[config.mk]
export PLATFORM = sky130hd
export DESIGN_NAME = bcd_serial_adder
export DESIGN_NICKNAME = d
export VERILOG_FILES = /design/src/rtl/bcd_pkg.sv /design/src/rtl/bcd_digit_adder.sv /design/src/rtl/bcd_serial_adder.sv
export SDC_FILE = /design/constraint.sdc
export NUM_CORES = 1
export LEC_CHECK = 0
export BUFFER_PORTS_ARGS = -buffer_cell sky130_fd_sc_hd__buf_2
export CAP_MARGIN = 25
export CORE_AREA = 2 2 61 120
export DETAILED_ROUTE_END_ITERATION = 10
export DIE_AREA = 0 0 63 122
export PLACE_DENSITY = 0.81
export SKIP_CTS_REPAIR_TIMING = 1
export SLEW_MARGIN = 20
export SYNTH_ARGS = -nofsm -noshare
export SYNTH_HDL_FRONTEND = slang
export SYNTH_SLANG_ARGS = --single-unit
export TNS_END_PERCENT = 10
[constraint.sdc]
create_clock -name clk -period 2.71 [get_ports clk]
set_input_delay 0.1355 -clock clk [delete_from_list [all_inputs] [get_ports clk]]
set_output_delay 0.1355 -clock clk [all_outputs]
set_load 0.02 [all_outputs]
[src/rtl/bcd_pkg.sv]
// ============================================================================
// Module : bcd_pkg
// Desc   : Shared constants and state encoding for the digit-serial BCD adder.
// Rev    : 1.0  initial release
// ============================================================================
`default_nettype none

package bcd_pkg;

    localparam int DIGIT_W   = 4;
    localparam int DIGIT_MAX = 9;
    localparam int BCD_CORR  = 6;

    typedef enum logic [1:0] {
        IDLE = 2'd0,
        RUN  = 2'd1,
        DONE = 2'd2
    } state_t;

    function automatic logic digit_bad(input logic [DIGIT_W-1:0] d);
        return d > DIGIT_W'(DIGIT_MAX);
    endfunction

endpackage

`default_nettype wire

[src/rtl/bcd_digit_adder.sv]
// ============================================================================
// Module : bcd_digit_adder
// Desc   : Combinational single-digit BCD adder with decimal-carry correction.
// Rev    : 1.0  initial release
// ============================================================================
`default_nettype none

module bcd_digit_adder
    import bcd_pkg::*;
(
    input  logic [DIGIT_W-1:0] a,
    input  logic [DIGIT_W-1:0] b,
    input  logic               ci,
    output logic [DIGIT_W-1:0] s,
    output logic               co
);

    logic [DIGIT_W:0] raw;

    always_comb begin
        raw = {1'b0, a} + {1'b0, b} + {{DIGIT_W{1'b0}}, ci};
        if (raw > (DIGIT_W+1)'(DIGIT_MAX)) begin
            s  = raw[DIGIT_W-1:0] + DIGIT_W'(BCD_CORR);
            co = 1'b1;
        end else begin
            s  = raw[DIGIT_W-1:0];
            co = 1'b0;
        end
    end

endmodule

`default_nettype wire

[src/rtl/bcd_serial_adder.sv]
// ============================================================================
// Module : bcd_serial_adder
// Desc   : Digit-serial BCD adder/subtractor, LSD first, start/busy/done.
// Rev    : 1.0  initial release
// ============================================================================
`default_nettype none

module bcd_serial_adder
    import bcd_pkg::*;
#(
    parameter int DIGITS = 4
) (
    input  logic                   clk,
    input  logic                   resetn,
    input  logic                   start,
    input  logic                   sub,
    input  logic                   cin,
    input  logic [4*DIGITS-1:0]    a,
    input  logic [4*DIGITS-1:0]    b,
    output logic                   busy,
    output logic                   done,
    output logic [4*DIGITS-1:0]    sum,
    output logic                   cout,
    output logic                   invalid
);

    localparam int W     = DIGIT_W * DIGITS;
    localparam int IDX_W = (DIGITS > 1) ? $clog2(DIGITS) : 1;

    state_t             state_q, state_d;
    logic [IDX_W-1:0]   idx_q, idx_d;
    logic [W-1:0]       a_sh_q, a_sh_d;
    logic [W-1:0]       b_sh_q, b_sh_d;
    logic [W-1:0]       res_sh_q, res_sh_d;
    logic               sub_q, sub_d;
    logic               carry_q, carry_d;
    logic               inv_q, inv_d;
    logic [W-1:0]       sum_q, sum_d;
    logic               cout_q, cout_d;
    logic               inv_out_q, inv_out_d;

    logic [DIGIT_W-1:0] b_dig;
    logic [DIGIT_W-1:0] dig_s;
    logic               dig_co;
    logic [W-1:0]       res_next;
    logic               in_bad;
    logic               last_dig;

    // Subtraction feeds the nine's complement of B; invalid digits wrap in 4 bits.
    assign b_dig = sub_q ? (DIGIT_W'(DIGIT_MAX) - b_sh_q[DIGIT_W-1:0])
                         : b_sh_q[DIGIT_W-1:0];

    bcd_digit_adder u_digit (
        .a  (a_sh_q[DIGIT_W-1:0]),
        .b  (b_dig),
        .ci (carry_q),
        .s  (dig_s),
        .co (dig_co)
    );

    assign res_next = W'({dig_s, res_sh_q} >> DIGIT_W);
    assign last_dig = (idx_q == IDX_W'(DIGITS - 1));

    always_comb begin
        in_bad = 1'b0;
        for (int i = 0; i < DIGITS; i++) begin
            if (digit_bad(a[i*DIGIT_W +: DIGIT_W]) || digit_bad(b[i*DIGIT_W +: DIGIT_W]))
                in_bad = 1'b1;
        end
    end

    // State register
    always_ff @(posedge clk or negedge resetn) begin
        if (!resetn) state_q <= IDLE;
        else         state_q <= state_d;
    end

    // Next-state logic
    always_comb begin
        state_d = state_q;
        case (state_q)
            IDLE:    if (start)    state_d = RUN;
            RUN:     if (last_dig) state_d = DONE;
            DONE:                  state_d = IDLE;
            default:               state_d = IDLE;
        endcase
    end

    // Outputs
    always_comb begin
        busy    = (state_q == RUN) || (state_q == DONE);
        done    = (state_q == DONE);
        sum     = sum_q;
        cout    = cout_q;
        invalid = inv_out_q;
    end

    always_comb begin
        idx_d     = idx_q;
        a_sh_d    = a_sh_q;
        b_sh_d    = b_sh_q;
        res_sh_d  = res_sh_q;
        sub_d     = sub_q;
        carry_d   = carry_q;
        inv_d     = inv_q;
        sum_d     = sum_q;
        cout_d    = cout_q;
        inv_out_d = inv_out_q;
        case (state_q)
            IDLE: begin
                if (start) begin
                    a_sh_d  = a;
                    b_sh_d  = b;
                    sub_d   = sub;
                    carry_d = sub | cin;
                    inv_d   = in_bad;
                    idx_d   = '0;
                end
            end
            RUN: begin
                a_sh_d   = a_sh_q >> DIGIT_W;
                b_sh_d   = b_sh_q >> DIGIT_W;
                res_sh_d = res_next;
                carry_d  = dig_co;
                idx_d    = idx_q + IDX_W'(1);
                if (last_dig) begin
                    sum_d     = res_next;
                    cout_d    = dig_co;
                    inv_out_d = inv_q;
                end
            end
            default: ;
        endcase
    end

    always_ff @(posedge clk or negedge resetn) begin
        if (!resetn) begin
            idx_q     <= '0;
            a_sh_q    <= '0;
            b_sh_q    <= '0;
            res_sh_q  <= '0;
            sub_q     <= 1'b0;
            carry_q   <= 1'b0;
            inv_q     <= 1'b0;
            sum_q     <= '0;
            cout_q    <= 1'b0;
            inv_out_q <= 1'b0;
        end else begin
            idx_q     <= idx_d;
            a_sh_q    <= a_sh_d;
            b_sh_q    <= b_sh_d;
            res_sh_q  <= res_sh_d;
            sub_q     <= sub_d;
            carry_q   <= carry_d;
            inv_q     <= inv_d;
            sum_q     <= sum_d;
            cout_q    <= cout_d;
            inv_out_q <= inv_out_d;
        end
    end

endmodule

`default_nettype wire

Yosys cells after proc, flatten, opt, wreduce, memory -nomap -nowiden --
Cells that the tools add are included.
Word-level totals: logic and storage cells 60, register bits 73, input port bits 37, output and inout bits 20
Operators by class: equal/unequal tests 5, magnitude comparators 9, muxes and demuxes 18, bitwise logic cells 1, reductions and logical operators 11, $add $sub $neg 5
Operators by type and width (count):
- case mux 16 bit (2 select lines) | 2
- > comparator 4 bit (second input constant) | 8
- two-way mux 16 bit | 2
- two-way mux 4 bit | 2
- case mux 2 bit (2 select lines) | 2
- AND reduction 2 bit | 4
- two-way mux 1 bit | 6
- two-way mux 2 bit | 3
- adder 4 x 4 -> 5 bit | 1
- adder 5 x 1 -> 5 bit | 1
- > comparator 5 x 4 -> 1 bit (second input constant) | 1
- logical OR 1 bit | 5
- adder 4 x 3 -> 4 bit (second input constant) | 1
- == test 2 bit (second input constant) | 2
- inequality test 2 bit (second input constant) | 2
- subtractor 4 bit (first input constant) | 1
- adder 2 x 1 -> 2 bit (second input constant) | 1
- == test 2 x 1 -> 1 bit (second input constant) | 1
- logical NOT 2 bit | 1
- case mux 1 bit (2 select lines) | 1
- nonzero test 2 bit | 1
- bitwise OR 1 bit | 1

Logic depth before layout (Yosys ltp) --
Gate-level depths: netlist of run 1.
word-level depth 7, depth in mapped cells 12, depth with buffers taken out 12

Modules after synthesis --
A second synthesis of run 1 with hierarchy kept.
Second synthesis, totals: cells, all modules 279, area total of the unflattened synthesis 3398.3 µm²
Modules (own cells, without submodules):
- bcd_serial_adder | seq. area each 1726.7 µm², area an instance 3186.8 µm², cells each 257, instances 1
- bcd_digit_adder | seq. area each 0.0 µm², area an instance 211.5 µm², cells each 22, instances 1

Worst setup path after synthesis of run 1 --
OpenSTA, ideal clock, no wires.
kind register to register, start register sub_q, end register res_sh_q[13], clock period less this slack 2.642 ns, stages on the path, launching flop included 12, library setup time 0.125 ns, data required time 2.585 ns, arrival time 2.517 ns, buffers on the path 0, slack 0.068 ns, cell sequence dfrtp_1 -> xnor2_1 -> fa_1 -> inv_1 -> fa_1 -> xnor2_1 -> ha_1 -> nand2b_1 -> a22oi_1 -> a31oi_2 -> xnor2_1 -> mux2_2
On the way: cells in the longest elaborated chain, start to end 5, elaborated cells on any way between the ends 6, classes of those cells add/sub (3); order compare (1); mux (2)
Ends and longest elaborated chain:
- from (decl) | RTL line bcd_serial_adder.sv:35 | logic sub_q, sub_d;
- from (signal assigned) | RTL line bcd_serial_adder.sv:153 | sub_q <= sub_d;
- two-way mux 4 bit * | RTL line bcd_serial_adder.sv:50 | assign b_dig = sub_q ? (DIGIT_W'(DIGIT_MAX) - b_sh_q[DIGIT_W-1:0])
- adder 4 x 4 -> 5 bit * | RTL line bcd_digit_adder.sv:21 | raw = {1'b0, a} + {1'b0, b} + {{DIGIT_W{1'b0}}, ci};
- adder 5 x 1 -> 5 bit * | RTL line bcd_digit_adder.sv:21
- adder 4 x 3 -> 4 bit / > comparator 5 x 4 -> 1 bit (equally long branches) | RTL line bcd_digit_adder.sv:23, bcd_digit_adder.sv:22
- two-way mux 4 bit * | RTL line bcd_digit_adder.sv:22 | if (raw > (DIGIT_W+1)'(DIGIT_MAX)) begin
- to (signal assigned) | RTL line bcd_serial_adder.sv:152 | res_sh_q <= res_sh_d;
- to (decl) | RTL line bcd_serial_adder.sv:34 | logic [W-1:0] res_sh_q, res_sh_d;
Mark *: on every way between the ends. The rest lies on a longest branch, timed or not. A chain may end at the register's enable or synchronous reset.

Final worst setup path of run 1 --
Ends and elaborated chain as after synthesis.

==> metrics.md, run 1 <==
| Metric | Value |
|---|---|
| Mapped Cells | 298 |
| Clk sinks | 69 |
| Wire per inst | 14.6 um |
| Post-DP HPWL | just under 5000 um |
| Initial antenna violation count | 0 |
| Period utilization | 98.6% |
| Combinational share of power | 55.5% |
| Largest net degree at the start of global routing | 32 |
| Fin cells | 460 |
| Core ar. | around 6800 um2 |
| Seq. cell area | 1730 um2 |
| Die X | 63 um |
| Post-Place Cells | 441 |
| Outcome | finished clean |
| NumNets Final | 414 |
| CTS Buf Count | 9 |
| Synth Warn # | 0 |
| Worst Setup Start Kind | register |
| Ant. Diodes | 0 |
| Drt pass-1 iters | 4 |
| Initial DRC count | 56 |
| FMAX | roughly 0.37 GHz |
| RSZ-0062 raised after global routing | yes |
| Worst Path Max Fanout | 3 |
| Port bufs | 56 |
| Final setup viols | 0 |
| DR vias | ~2400 |
| FF+latch count, synth | between 60 and 70 |
| Bufs on Longest Clock Path | 2 |
| Avg Cell Area, Syn | between 10 and 15 um2 |
| Multi-input logic area | 1480 um2 |
| WP data required | 2.93 ns |
| Sequential area share after synthesis | between 50% and 60% |
| Avg Vias per Cell | 5.21 |
| Util after Layout | 59.2% |
| Distinct cells, synth | 30 |
| CP endpoint kind | register |
| Area leader, netlist | dfrtp_1 |
| Rows | 43 |
| Post-place setup slack | -0.0506 ns |
| Final Hold Viols | 0 |
| CP Data Arrival Time | 2.89 ns |
| Worst Max-Slew Pin Slew | 0.682 ns |
| Final WL | 6730 um |
| Clock Skew | 0.00495 ns |
| GRT overflow | 0 |
| Layout cells sized above 1 | about a third |
| Internal | 3.97 mW |
| Worst-Skew Late Latency | 0.33 ns |
| Hold_ws | between 0.09 and 0.1 ns |
| Crit path kind | reg -> reg |
| Area contributors post-synth | dfrtp_1, mux2_2, mux2i_1, o21ai_0, nand2_1 |
| Vias in the first global route | 2419 |
| H-tree depth | 3 |
| Static Leakage | about 1.9 nW |
| Pwr per Cell Area | 1640 nW/um2 |
| Post-synth top area share | between 50% and 60% |
| Clock network fraction of total power | between 10% and 20% |
| Root Buffer | clkbuf_16 |
| Initial core utilization | 47.6% |
| Fill count | 589 |
| IO Pins | 57 |
| Peak supply drop | roughly 0.00084 V |
| Fin. max-slew vios | 0 |
| Syn Std Cell Area | 3250 um2 |
| First-pass GRT wire length | 11600 um |
| Clk slew on worst S/H paths | 0.05 ns |
| RePlAce Congestion | 0.801 |
| HP Class | in -> reg |
| CTS tree | done |
| Die Y | 122 um |
| DRC | 0 |
| Slew HR | 54.4% |
| Post-route ant nets | 0 |
| Die ar. | 7690 um2 |
| Slack of the critical path | 0.0382 ns |
| Flop pwr share | 27.3% |
| Layout area overhead | 24.4% |
| Max_cap viols | 0 |
| Switching power | 2.65 mW |
| Syn nets | 347 |
| Sw Ratio | ~40% |
| Global Route Usage Sum | about 19% |
| Crit path time final | 2.67 ns |
-- kinds of logic after synthesis --
group / share of synthesized area, %
xor gates and xnor gates: 1.08
buffers and inverters: 3.08
AOI/OAI and AO/OA: 13.8
muxes: 15.7
DFF: 53.1
adders and majority gates: 5.08
and+or+nand+nor: 8.20
-- layout by cell type, fill, tap and decap left out, drive strengths merged --
master / count
inv: 11
a211oi: 2
dlygate4sd3: 1
o21ai: 47
a31o: 1
a32o: 1
or3: 1
xnor2: 4
fa: 2
buf: 70
mux2: 23
o311a: 1
nand2b: 3
bufinv: 1
ha: 10
and3b: 1
a21oi: 9
nor2: 8
mux2i: 25
a31oi: 3
a21o: 4
nor3: 1
nand4: 3
and3: 1
and2: 1
dfrtp: 69
clkbuf: 15
a22oi: 9
nand2: 43
-- Yosys cell counts --
| master | n |
|---|---|
| dfrtp_1 | 69 |
| o21ai_0 | 47 |
| nand2_1 | 43 |
| mux2i_1 | 25 |
| mux2_2 | 23 |
| clkbuf_1 | 12 |
| inv_1 | 11 |
| ha_1 | 10 |
| a21oi_1 | 9 |
| a22oi_1 | 9 |
| nor2_1 | 8 |
| xnor2_1 | 4 |
| nand2b_1 | 3 |
| nand4_1 | 3 |
| a211oi_1 | 2 |
| a21o_1 | 2 |
| a21o_2 | 2 |
| a31oi_1 | 2 |
| buf_2 | 2 |
| fa_1 | 2 |
| a31o_2 | 1 |
| a31oi_2 | 1 |
| a32o_1 | 1 |
| and2_1 | 1 |
| and3_1 | 1 |
| and3b_1 | 1 |
| buf_1 | 1 |
| nor3_1 | 1 |
| o311a_1 | 1 |
| or3_4 | 1 |
-- state kept, by name, indices dropped and copies added (netlist names) --
register,count
inv_q,1
cout,1
invalid,1
sub_q,1
idx_q,2
b_sh_q,16
sum,16
carry_q,1
res_sh_q,12
a_sh_q,16
state_q,2
-- critical path: stages (launching register included) --
cell	delay, ns
dfrtp_1	0.42
xnor2_2	0.15
fa_2	0.34
inv_2	0.07
fa_2	0.45
inv_2	0.08
ha_1	0.15
nand2b_1	0.08
a22oi_2	0.24
a31oi_4	0.14
xnor2_2	0.17
mux2_2	0.26
-- power groups by stage --
stage | Clock [mW] | Combinational (mW) | Sequential (mW)
6_report | 1.14 | 3.67 | 1.81
5_1_grt | 1.21 | 4.10 | 1.86
4_1_cts | 1.16 | 3.32 | 1.80
3_5_place_dp | 0 | 3.30 | 1.82
3_3_place_gp | 0 | 3.17 | 1.80
2_1_floorplan | 0 | 2.32 | 1.91
-- stage by stage --
stage	cell area (um2)	power (mW)	setup TNS, ns
after CTS	3980	6.28	-0.172
after global placement	3690	4.97	0
final	4040	6.61	0
after floorplan	3250	4.23	0
after detailed placement	3690	5.12	-0.0935
after global routing	4040	7.17	-0.141
-- area by class of cell --
class	count	area share [%]
Timing Repair Buffer	71	9.78
Multi-Input combinational cell	203	36.6
Inverter	11	1.02
Clock inverter	1	0.743
Sequential cell	69	42.7
Tap cell	90	2.78
Clock buffer	15	6.37
-- metal layers --
metal / GRT usage (%) / vias up / routed length [um]
met1: 26.0 / 1144 / 2980
li1: - / 1183 / -
met4: 6.67 / 0 / 102
met2: 30.9 / 62 / 3330
met5: 0 / - / 0
met3: 4.80 / 9 / 313
-- path summary, 6_finish.rpt --
check	start	to	slack (ns)	cells past startpoint
setup / recovery	sub_q$_DFFE_PN0P_	res_sh_q[13]$_DFFE_PN0P_	0.04	11
hold / removal	sub	sub_q$_DFFE_PN0P_	0.09	2
setup reg to reg	sub_q$_DFFE_PN0P_	res_sh_q[13]$_DFFE_PN0P_	0.04	11
hold reg to reg	b_sh_q[5]$_DFFE_PN0P_	b_sh_q[5]$_DFFE_PN0P_	0.48	2
max in group asynchronous	resetn	sum[2]$_DFFE_PN0P_	1.69	3
min in group asynchronous	resetn	a_sh_q[11]$_DFFE_PN0P_	0.32	2
No activity file was read; power rests on OpenSTA's default activity.
==> inputs of run 2 (changes only) <==
CORE_AREA = 2 2 64 126   (was 2 2 61 120)
DIE_AREA = 0 0 66 128   (was 0 0 63 122)
PLACE_DENSITY = 0.75   (was 0.81)
==> run 2 against run 1 <==
Cell area rose by 0.19%. Die area increased by 9.9%. Combinational power is essentially flat. Critical endpoint is now sum[13]$_DFFE_PN0P_. Largest cell class unchanged. Global-route usage decreased by 0.82 points. Wire length rose by 6.5%.
==> metrics.md, run 2 (synthesized netlist as in run 1, its figures left out) <==
| Metric | Value |
|---|---|
| CP cell instances | xnor2_2 -> fa_2 -> inv_2 -> fa_2 -> inv_2 -> ha_2 -> nand2b_4 -> a22oi_2 -> a31oi_2 -> xnor2_1 -> mux2_4 |
| Worst Max-Slew Pin Slew | ~0.78 ns |
| FMAX | 0.372 GHz |
| Wire per inst | 15.6 um |
| CTS Buf Count | 9 |
| Root Buffer | clkbuf_16 |
| H-tree depth | 3 |
| CP endpoint kind | register |
| Util after Layout | between 50% and 60% |
| Max_cap viols | 0 |
| DRC | 0 |
| Clock Skew | about 0.0064 ns |
| Crit path time final | 2.69 ns |
| Crit path max-delay family | adder cells |
| Multi-input logic area | 1490 um2 |
| IO Pins | 57 |
| Crit path kind | reg -> reg |
| Sw Ratio | roughly 40% |
| Final Hold Viols | 0 |
| Core ar. | 7540 um2 |
| Hold path cells | 2 |
| Slowest stage delay, CP | 0.45 ns |
| CP Data Arrival Time | ~2.9 ns |
| CTS tree | done |
| Drt pass-1 iters | 4 |
| Die X | 66 um |
| Cells on worst reg2reg path | 11 |
| Pwr per Cell Area | about 1700 nW/um2 |
| Crit path depth | 11 |
| Die ar. | 8450 um2 |
| Commonest non-fill, non-tap cell in the layout | dfrtp_1 |
| Ant. Diodes | 0 |
| Initial DRC count | 117 |
| Slew HR | 48.2% |
| Rows | 45 |
| Hold_ws | around 0.066 ns |
| Fin. max-slew vios | 0 |
| Seq. cell area | 1730 um2 |
| Worst path buffer plus inverter count | 2 |
| Post-DP HPWL | 5150 um |
| Clock network fraction of total power | 17.9% |
| Area after DPL | 3660 um2 |
| Largest net degree at the start of global routing | 53 |
| Peak supply drop | 0.000634 V |
| HP Class | in -> reg |
| GRT overflow | 0 |
| Initial core utilization | 43.1% |
| NumNets Final | 410 |
| Outcome | finished clean |
| Fin cells | 460 |
| RSZ-0062 raised after global routing | yes |
| Flop pwr share | 27.2% |
| Slowest-stage cell, CP | fa_2 |
| First-pass GRT wire length | 11600 um |
| Fill count | 703 |
| Avg Vias per Cell | 5.24 |
| Global Route Usage Sum | a little under a fifth |
| Layout cells sized above 1 | 33.9% |
| Internal | 3.95 mW |
| Total power draw | 6.69 mW |
| Port bufs | 56 |
| Clk sinks | between 60 and 70 |
| DR vias | 2411 |
| Final setup viols | 0 |
| RePlAce Congestion | 0.793 |
| Layout area overhead | 24.6% |
| Commonest non-fill, non-tap cells in the layout | dfrtp_1, buf_2, o21ai_0 |
| Worst Path Max Fanout | 3 |
| Initial antenna violation count | 0 |
| Static Leakage | 1.91 nW |
| Fin area | 4050 um2 |
| Post-Place Cells | between 400 and 500 |
| Post-route ant nets | 0 |
| Die Y | approximately 130 um |
| Switching power | 2.74 mW |
| Final WL | ~7000 um |
| Bufs on Longest Clock Path | 2 |
| Worst-Skew Late Latency | roughly 0.34 ns |
| Worst Setup Start Kind | register |
| Combinational share of power | a little under three fifths |
| Clk slew on worst S/H paths | approximately 0.060 ns |
| WP data required | 2.94 ns |
| Vias in the first global route | roughly 2500 |
| Period utilization | 99.3% |
[run 2: cell types whose count changed in the layout (fill, tap and decap cells not counted), moves of 2 or more]
cell | previous run | this run
buf_4 | 14 | 11
mux2_4 | 0 | 2
mux2_2 | 23 | 21
clkbuf_1 | 5 | 0
clkinvlp_4 | 0 | 3
ha_1 | 9 | 6
ha_2 | 1 | 3
[run 2: routing by layer]
| layer | up-vias | routed length, um | GRT usage [%] |
|---|---|---|---|
| met5 | - | 0 | 0 |
| met4 | 0 | 256 | 11.0 |
| met3 | 20 | 263 | 4.65 |
| met2 | 61 | 3940 | 32.2 |
| met1 | 1157 | 2700 | 19.9 |
| li1 | 1173 | - | - |
[run 2: final timing paths]
check,from,to,slack (ns)
setup / recovery,b_sh_q[0]$_DFFE_PN0P_,sum[13]$_DFFE_PN0P_,0.02
hold / removal,sub,sub_q$_DFFE_PN0P_,0.07
setup reg to reg,b_sh_q[0]$_DFFE_PN0P_,sum[13]$_DFFE_PN0P_,0.02
hold reg to reg,a_sh_q[4]$_DFFE_PN0P_,a_sh_q[4]$_DFFE_PN0P_,0.48
max in group asynchronous,resetn,res_sh_q[6]$_DFFE_PN0P_,1.74
min in group asynchronous,resetn,a_sh_q[4]$_DFFE_PN0P_,0.35
[run 2: area by class of cell]
cell class,instances,share of cell area (%)
multi-input cells,203,36.8
flip-flops and latches,69,42.6
inverters,11,1.02
repair buffers,67,9.08
clock inverters,6,1.73
well taps,94,2.90
clock buffers,10,5.90
[run 2: power groups by stage]
stage	Combinational, mW	Clock [mW]	Sequential, mW
global placement	3.09	0	1.81
global route	4.06	1.26	1.88
CTS	3.28	1.22	1.82
detailed placement	3.27	0	1.84
finish	3.68	1.19	1.82
floorplan	2.32	0	1.91
[run 2: stage by stage]
step / setup TNS [ns] / worst slack [ns]
finish: 0 / 0.0191
global route: -0.358 / -0.106
CTS: -0.110 / -0.0556
detailed placement: -0.0858 / -0.0435
global placement: 0 / 0.0972
floorplan: 0 / 0.0681
==> inputs of run 3 (changes only) <==
clock period = 2.2 ns   (was 2.71 ns; I/O delays follow)
==> run 3 against run 2 <==
The run now ends with negative setup slack left. Wire length rose by 1.3%. Clock skew rose by 0.00057 ns. Sequential share of layout area fell by 0.85 points. Hold slack got worse by 0.0045 ns. Count of clock-buffer cells in the layout fell by 1. Die area did not move. Setup slack got worse by 0.53 ns. Cell count rose by 1.3%. Critical endpoint is now res_sh_q[13]$_DFFE_PN0P_.
==> metrics.md, run 3 (synthesized netlist as in run 1, its figures left out) <==
| Metric | Value |
|---|---|
| Outcome | complete, but fails checks |
| Failing checks | negative setup slack |
| Avg Vias per Cell | 5.27 |
| Initial core utilization | 43.1% |
| Final Hold Viols | 0 |
| Crit path max-delay family | adder cells |
| Worst path buffer plus inverter count | 2 |
| Max_cap viols | 0 |
| Period utilization | 123% |
| Clk sinks | 69 |
| Die X | 66 um |
| Commonest non-fill, non-tap cells in the layout | dfrtp_1, buf_2, o21ai_0 |
| Slew HR | a little under two thirds |
| Drt pass-1 iters | 6 |
| IO Pins | 57 |
| Cells on worst reg2reg path | 11 |
| Die ar. | roughly 8400 um2 |
| RePlAce Congestion | between 0.7 and 0.8 |
| DR vias | between 2000 and 2500 |
| Post-Place Cells | approximately 450 |
| CTS Buf Count | 9 |
| Crit path kind | reg -> reg |
| CP Data Arrival Time | 2.93 ns |
| Fin cells | between 400 and 500 |
| H-tree depth | 3 |
| Port bufs | 56 |
| CP endpoint kind | register |
| Fin. max-slew vios | 0 |
| Final setup viols | 8 |
| Ant. Diodes | 0 |
| CTS tree | done |
| Post-DP HPWL | 5180 um |
| Wire per inst | 15.6 um |
| Hold path cells | 3 |
| FMAX | 0.368 GHz |
| Slack of the critical path | -0.514 ns |
| GRT overflow | 0 |
| Global Route Usage Sum | 19.0% |
| Rows | 45 |
| Die Y | 128 um |
| Bufs on Longest Clock Path | 2 |
| Setup tns final | -3.35 ns |
| Worst Max-Slew Pin Slew | about 0.54 ns |
| Worst Path Max Fanout | 3 |
| NumNets Final | 416 |
| Post-route ant nets | 0 |
| Initial antenna violation count | 0 |
| First-pass GRT wire length | 12000 um |
| CP cell instances | xnor2_2 -> fa_2 -> inv_2 -> fa_2 -> inv_2 -> ha_1 -> nand2b_1 -> a22oi_2 -> a31oi_4 -> xnor2_2 -> mux2_2 |
| WP data required | around 2.4 ns |
| Clock Skew | 0.00695 ns |
| Layout cells sized above 1 | about a third |
| Clk slew on worst S/H paths | 0.06 ns |
| Util after Layout | 54.8% |
| Slowest stage delay, CP | 0.45 ns |
| Final WL | a little over 7000 um |
| Worst-Skew Late Latency | 0.34 ns |
| Root Buffer | clkbuf_16 |
| Largest net degree at the start of global routing | 70 |
| Crit path time final | roughly 2.7 ns |
| Slowest-stage cell, CP | fa_2 |
| Layout area overhead | 27.1% |
| RSZ-0062 raised after global routing | yes |
| Commonest non-fill, non-tap cell in the layout | dfrtp_1 |
| Fill count | 680 |
| Seq. cell area | 1730 um2 |
| HP Class | in -> reg |
| Vias in the first global route | around 2600 |
| Core ar. | 7540 um2 |
| Multi-input logic area | ~1500 um2 |
| Crit path depth | 11 |
| Worst Setup Start Kind | register |
| Initial DRC count | around 120 |
| DRC | 0 |
[run 3: metal layers]
layer	track usage (%)	vias up	routed length, um
li1	-	1186	-
met1	20.5	1188	2720
met2	32.6	63	3970
met3	5.09	19	283
met4	11.0	0	274
met5	0	-	0
[run 3: layout make-up]
| class | instances | area share, % |
|---|---|---|
| tap | 94 | 2.85 |
| sequential | 69 | 41.8 |
| clock inverter | 7 | 2.36 |
| clock buffer | 9 | 5.45 |
| multi-input combinational | 203 | 35.7 |
| inverter | 11 | 0.999 |
| timing repair buffer | 73 | 10.8 |
[run 3: per-stage QoR]
step                      hold slack (ns)  cell area (um2)  setup slack [ns]
final                              0.0620             4130            -0.514
after detailed placement            0.172             3750            -0.457
after global routing               0.0700             4130            -0.599
after CTS                          -0.186             4080            -0.466
after floorplan                    -0.186             3260            -0.333
after global placement              0.151             3750            -0.307
[run 3: worst paths after layout]
kind                                       startpoint                        to  slack (ns)
worst min-delay path                             a[4]     a_sh_q[4]$_DFFE_PN0P_        0.06
worst max-delay path            b_sh_q[0]$_DFFE_PN0P_  res_sh_q[13]$_DFFE_PN0P_       -0.51
max in group asynchronous                      resetn       sum[15]$_DFFE_PN0P_        1.57
worst min register to register    sum[12]$_DFFE_PN0P_       sum[12]$_DFFE_PN0P_        0.47
worst max register to register  b_sh_q[0]$_DFFE_PN0P_  res_sh_q[13]$_DFFE_PN0P_       -0.51
min in group asynchronous                      resetn     a_sh_q[8]$_DFFE_PN0P_        0.31
[run 3: worst register-to-register path: stages (launching register included)]
cell and delay (ns):
dfrtp_1 0.41, xnor2_2 0.15, fa_2 0.35, inv_2 0.07, fa_2 0.45, inv_2 0.08, ha_1 0.16, nand2b_1 0.09
a22oi_2 0.26, a31oi_4 0.15, xnor2_2 0.17, mux2_2 0.26
Power of run 3 is left out: the tool's default activity adds up to more than one toggle a clock period on the data nets, which glitch-free logic cannot reach.
